<file path="src/rtl/pipe_skid_stage.sv">
// -----------------------------------------------------------------------------
// pipe_skid_stage
//
// Two-entry valid/ready pipeline stage. It has a main register and a skid
// register, and each one holds a payload and a memory-access flag. The upstream
// ready signal comes only from state flops, so there is no combinational path
// from dn_ready_i to up_ready_o. The stage still sustains one entry per cycle:
// when downstream stalls, the skid register catches the entry that was already
// in flight. flush_i discards everything the stage holds. A saturating counter
// records the cycles in which downstream applies back-pressure.
//
// Parameters
//   DW      payload width in bits (1..512)
//   BUBBLE  value shown on dn_data_o while no entry is valid
//   CNT_W   width of the back-pressure counter
//
// Ports
//   clk          rising-edge clock
//   rst_n        synchronous active-low reset
//   flush_i      discard all held entries; wins over push/pop
//   up_valid_i   upstream entry valid
//   up_ready_o   stage can accept (registered)
//   up_data_i    upstream payload
//   up_mem_i     upstream entry is a load/store
//   dn_valid_o   downstream entry valid (registered)
//   dn_ready_i   downstream accepts
//   dn_data_o    presented payload (main register)
//   dn_mem_o     memory-access flag of presented entry
//   occ_o        entries held, 0..2
//   stall_cnt_o  saturating count of dn_valid_o & !dn_ready_i cycles
// -----------------------------------------------------------------------------
module pipe_skid_stage #(
  parameter int             DW     = 64,
  parameter logic [DW-1:0]  BUBBLE = {DW{1'b0}},
  parameter int             CNT_W  = 16
) (
  input  logic             clk,
  input  logic             rst_n,
  input  logic             flush_i,
  input  logic             up_valid_i,
  output logic             up_ready_o,
  input  logic [DW-1:0]    up_data_i,
  input  logic             up_mem_i,
  output logic             dn_valid_o,
  input  logic             dn_ready_i,
  output logic [DW-1:0]    dn_data_o,
  output logic             dn_mem_o,
  output logic [1:0]       occ_o,
  output logic [CNT_W-1:0] stall_cnt_o
);

  // The state encoding is the occupancy, so occ_o is just the state register.
  typedef enum logic [1:0] {
    EMPTY = 2'd0,
    ONE   = 2'd1,
    FULL  = 2'd2
  } state_t;

  state_t            state_q, state_d;
  logic [DW-1:0]     main_data_q, main_data_d;
  logic              main_mem_q,  main_mem_d;
  logic [DW-1:0]     skid_data_q, skid_data_d;
  logic              skid_mem_q,  skid_mem_d;
  logic              up_ready_q;
  logic              dn_valid_q;
  logic [CNT_W-1:0]  stall_q;

  logic push;
  logic pop;

  assign push = up_valid_i & up_ready_q;
  assign pop  = dn_valid_q & dn_ready_i;

  // Next-state and datapath selection.
  always_comb begin
    // NOTE: every signal written here gets a default first, so no path can
    // leave a value unassigned and infer a latch.
    state_d     = state_q;
    main_data_d = main_data_q;
    main_mem_d  = main_mem_q;
    skid_data_d = skid_data_q;
    skid_mem_d  = skid_mem_q;

    if (flush_i) begin
      // A flush drops any entry offered in the same cycle.
      state_d     = EMPTY;
      main_data_d = BUBBLE;
      main_mem_d  = 1'b0;
      skid_data_d = BUBBLE;
      skid_mem_d  = 1'b0;
    end else begin
      unique case (state_q)
        EMPTY: begin
          if (push) begin
            state_d     = ONE;
            main_data_d = up_data_i;
            main_mem_d  = up_mem_i;
          end
        end
        ONE: begin
          if (push && !pop) begin
            // The downstream stalled while an entry was in flight, so the skid
            // register takes the new entry.
            state_d     = FULL;
            skid_data_d = up_data_i;
            skid_mem_d  = up_mem_i;
          end else if (!push && pop) begin
            // Load BUBBLE so the output shows it while the stage is empty.
            state_d     = EMPTY;
            main_data_d = BUBBLE;
            main_mem_d  = 1'b0;
          end else if (push && pop) begin
            main_data_d = up_data_i;
            main_mem_d  = up_mem_i;
          end
        end
        FULL: begin
          // up_ready_o is low here, so there can be no push in this state.
          if (pop) begin
            state_d     = ONE;
            main_data_d = skid_data_q;
            main_mem_d  = skid_mem_q;
          end
        end
        default: begin
          state_d     = EMPTY;
          main_data_d = BUBBLE;
          main_mem_d  = 1'b0;
        end
      endcase
    end
  end

  // State, handshake outputs and the stall counter.
  always_ff @(posedge clk) begin
    // NOTE: every register here uses a non-blocking assignment, so all of them
    // update from values sampled at the same edge.
    if (!rst_n) begin
      // NOTE: the payload registers are reset as well, because the output
      // must show BUBBLE from the first cycle after reset.
      state_q     <= EMPTY;
      main_data_q <= BUBBLE;
      main_mem_q  <= 1'b0;
      skid_data_q <= BUBBLE;
      skid_mem_q  <= 1'b0;
      up_ready_q  <= 1'b1;
      dn_valid_q  <= 1'b0;
      stall_q     <= '0;
    end else begin
      state_q     <= state_d;
      main_data_q <= main_data_d;
      main_mem_q  <= main_mem_d;
      skid_data_q <= skid_data_d;
      skid_mem_q  <= skid_mem_d;
      up_ready_q  <= (state_d != FULL);
      dn_valid_q  <= (state_d != EMPTY);
      // flush_i does not affect this counter; it only counts back-pressure.
      if (dn_valid_q && !dn_ready_i && (stall_q != {CNT_W{1'b1}}))
        stall_q <= stall_q + CNT_W'(1);
    end
  end

  assign up_ready_o  = up_ready_q;
  assign dn_valid_o  = dn_valid_q;
  assign dn_data_o   = main_data_q;
  assign dn_mem_o    = main_mem_q;
  assign occ_o       = state_q;
  assign stall_cnt_o = stall_q;

endmodule
</file>
<file path="config.mk">
export PLATFORM = sky130hd
export DESIGN_NAME = pipe_skid_stage
export DESIGN_NICKNAME = d
export VERILOG_FILES = /design/src/rtl/pipe_skid_stage.sv
export SDC_FILE = /design/constraint.sdc
export NUM_CORES = 1
export LEC_CHECK = 0
export ABC_AREA = 1
export CORE_MARGIN = 4
export CORE_UTILIZATION = 45
export DETAILED_ROUTE_END_ITERATION = 16
export PLACE_DENSITY = 0.72
export SYNTH_ARGS = -nofsm -noshare
export SYNTH_HDL_FRONTEND = slang
export SYNTH_SLANG_ARGS = --single-unit
export TNS_END_PERCENT = 50
</file>
<file path="constraint.sdc">
create_clock -name clk -period 3.8 [get_ports clk]
set_input_delay 0.57 -clock clk [delete_from_list [all_inputs] [get_ports clk]]
set_output_delay 0.57 -clock clk [all_outputs]
set_load 0.005 [all_outputs]
</file>
==> run metrics <==
Syn Nets around 1100; yosys warns 0; CP max FO 91; setup_tns 0 ns; post-synthesis area per instance 6.73 sq um; MaxCap Viol Count 0; worst path bufs/invs 3; Clock Skew 0.00598 ns; minimum clock period approximately 2.4 ns; Final Slew Violations 0; Avg Vias per Cell 5.45; Clock Latency Late Sink 0.42 ns; clk root buf clkbuf_16; setup slack at placement 1.02 ns; DP HPWL 12500 um; Post-DRT Antenna Nets 0; Slew HR about 37%; H-tree Lvls 4; Worst Hold Launch skid_data_q[63]; sequential share of the synthesized area between 40% and 50%; R2R Path End dn_data_o[20]; number of port buffers between 150 and 200; Worst-path clk slew 0.06 ns; # DRC 0; Clock Sinks 150; r2r setup slk 1.42 ns; num ports 155; Hold Crit Endpoint skid_data_q[63]; Multi-input gate area 3580 sq um; total power 3.92 mW; layout cells sized above 1 5.16%; status finished clean; GRT Total Usage 22.7%; first-pass GRT wire length 33600 um; Antenna diodes 0; synth-to-layout area growth 31.2%; # Post-CTS Setup Buffers 0; R2R Path Start occ_o[0]; clk buf depth 2; Sequential Area 3000 sq um; hold-critical path depth 2; Pleak 3.32 nW; Worst Setup Slack, final 1.42 ns; commonest non-fill, non-tap cell in the layout nand2_1; Hold Path Class flop to flop; endpoints failing setup 0; RSZ-0062 raised after global routing no; Core Area 15300 sq um; Hold Violations, Final 0; vias after detailed routing 7482; maximum number of pins on one net before global-route repair 92; VDD IR max 0.000290 V; depth of the worst register-to-register path 8; CTS tree built; P per Cell Area 423 nW/um^2; Crit. End Element flop; Fill cells 1465; Synth cell types 24; synthesized instance count around 1000; post-cts sizing count 0; cells along the critical path inv_2, nor2_4, buf_4, buf_4, nand3_1, nand3_1, nand2_1, a21oi_1; slowest cell on the critical path buf_4; full die area around 18000 sq um; drt initial violations 780; Die H 133 um; cts bufs inserted 17; Crit path arrival time about 2.7 ns; CP startpoint kind flop; largest stage delay on the critical path between 0.7 and 0.8 ns; period utilization between 60% and 70%; Net count, final 1221; FP Rows 45; initial antenna violation count 0; final wirelength 20700 um; Worst-Margin Slew 0.950 ns; flops & latches, synth 150; effective utilization at floorplan 46.1%; Placer Congestion 0.844; fmax about 420 MHz; Congestion Overflow GR 0; Post-CTS Hold Buffers 0; WL/cell 15.1 um; synthesized area 7060 sq um; width of the die about 130 um; vias in the first global route approximately 7000; most frequent cells in the layout nand2_1 (386), clkdlybuf4s50_1 (154), dfxtp_1 (150); TritonRoute pass-1 iters 5; critical path's top delay family buffers and inverters; worst endpoint required time about 4.1 ns; critical setup path kind flop to flop
==> worst min-delay path: cells and delay by family (launching register included) <==
kind	cells	cell delay [ns]
flip-flops	1	0.30
AND/OR/NAND/NOR	1	0.06
AO/OA/AOI/OAI	1	0.05
==> registers in the layout, indices dropped and copies added (netlist names) <==
signal	flops
up_ready_o	1
dn_data_o	64
dn_mem_o	1
skid_data_q	64
stall_cnt_o	16
occ_o	2
dn_valid_o	1
skid_mem_q	1
==> synth_stat cells <==
cell	instances	area, sq um
buf_6	2	22.5
ha_1	1	12.5
o211ai_1	1	7.51
nor2_1	28	105
o21ai_0	3	15.0
buf_2	45	225
clkbuf_1	30	113
inv_2	4	15.0
o21ai_1	1	5.00
nand3_2	1	10.0
xnor2_1	1	8.76
clkinv_1	2	7.51
nand2_1	389	1460
nand3b_1	1	7.51
xor2_1	4	35.0
a21oi_1	141	706
buf_1	5	18.8
nand4_1	70	438
nor2_2	4	25.0
nand2_2	1	6.26
buf_4	5	37.5
inv_1	18	67.6
dfxtp_1	150	3000
nand3_1	142	711
==> kinds of logic (layout without fill, tap and decap cells) <==
family | count (synthesis) | in the layout | synth area share [%]
flops | 150 | 150 | 42.5
fa+ha+maj | 1 | 1 | 0.177
buf+inv | 111 | 224 | 7.18
compound gates | 146 | 146 | 10.4
xor+xnor | 5 | 5 | 0.620
simple gates | 636 | 636 | 39.1
==> report_power, final <==
| group | total (mW) | leakage [nW] | internal [mW] | switching, mW |
|---|---|---|---|---|
| Sequential | 1.63 | 1.21 | 1.61 | 0.0207 |
| Clock | 1.85 | 0.316 | 1.21 | 0.637 |
| Combinational | 0.449 | 1.79 | 0.193 | 0.256 |
==> metrics by stage <==
stage                     utilization [%]  cell area (sq um)  hold slack [ns]  cells
after floorplan                         -               7060            0.440   1049
after global placement               56.3               8620            0.448   1342
after detailed placement             56.3               8620            0.452   1342
after CTS                            60.5               9270            0.461   1373
after global routing                 60.5               9270            0.474   1373
final                                60.5               9270            0.459   1373
==> final cells by class <==
cell class                 instances  area share, %
clock buffer                      22           5.12
clock inverter                     9           1.86
inverter                          24          0.972
multi-input combinational        788           38.7
sequential                       150           32.4
tap                              211           2.85
timing repair buffer             169           18.1
==> how the worst max path moves through the flow <==
stage / from / cells past startpoint / to / slack, ns
6_report: occ_o[0] / 8 / dn_data_o[20] / 1.42
5_1_grt: occ_o[0] / 8 / dn_data_o[27] / 1.22
4_1_cts: up_valid_i / 8 / dn_data_o[47] / 1.47
3_5_place_dp: up_valid_i / 8 / dn_data_o[47] / 1.02
3_3_place_gp: up_valid_i / 8 / dn_data_o[47] / 1.09
2_1_floorplan: rst_n / 5 / dn_data_o[0] / 2.25
==> metal layers <==
metal | GRT usage (%) | vias up | share of wire, %
met5 | 0 | - | 0
met4 | 6.69 | 0 | 1.4
met3 | 6.16 | 24 | 7.0
met2 | 37.2 | 285 | 47
met1 | 29.5 | 3463 | 44
li1 | - | 3710 | -
Note: power is estimated with default switching activity, not from simulation.
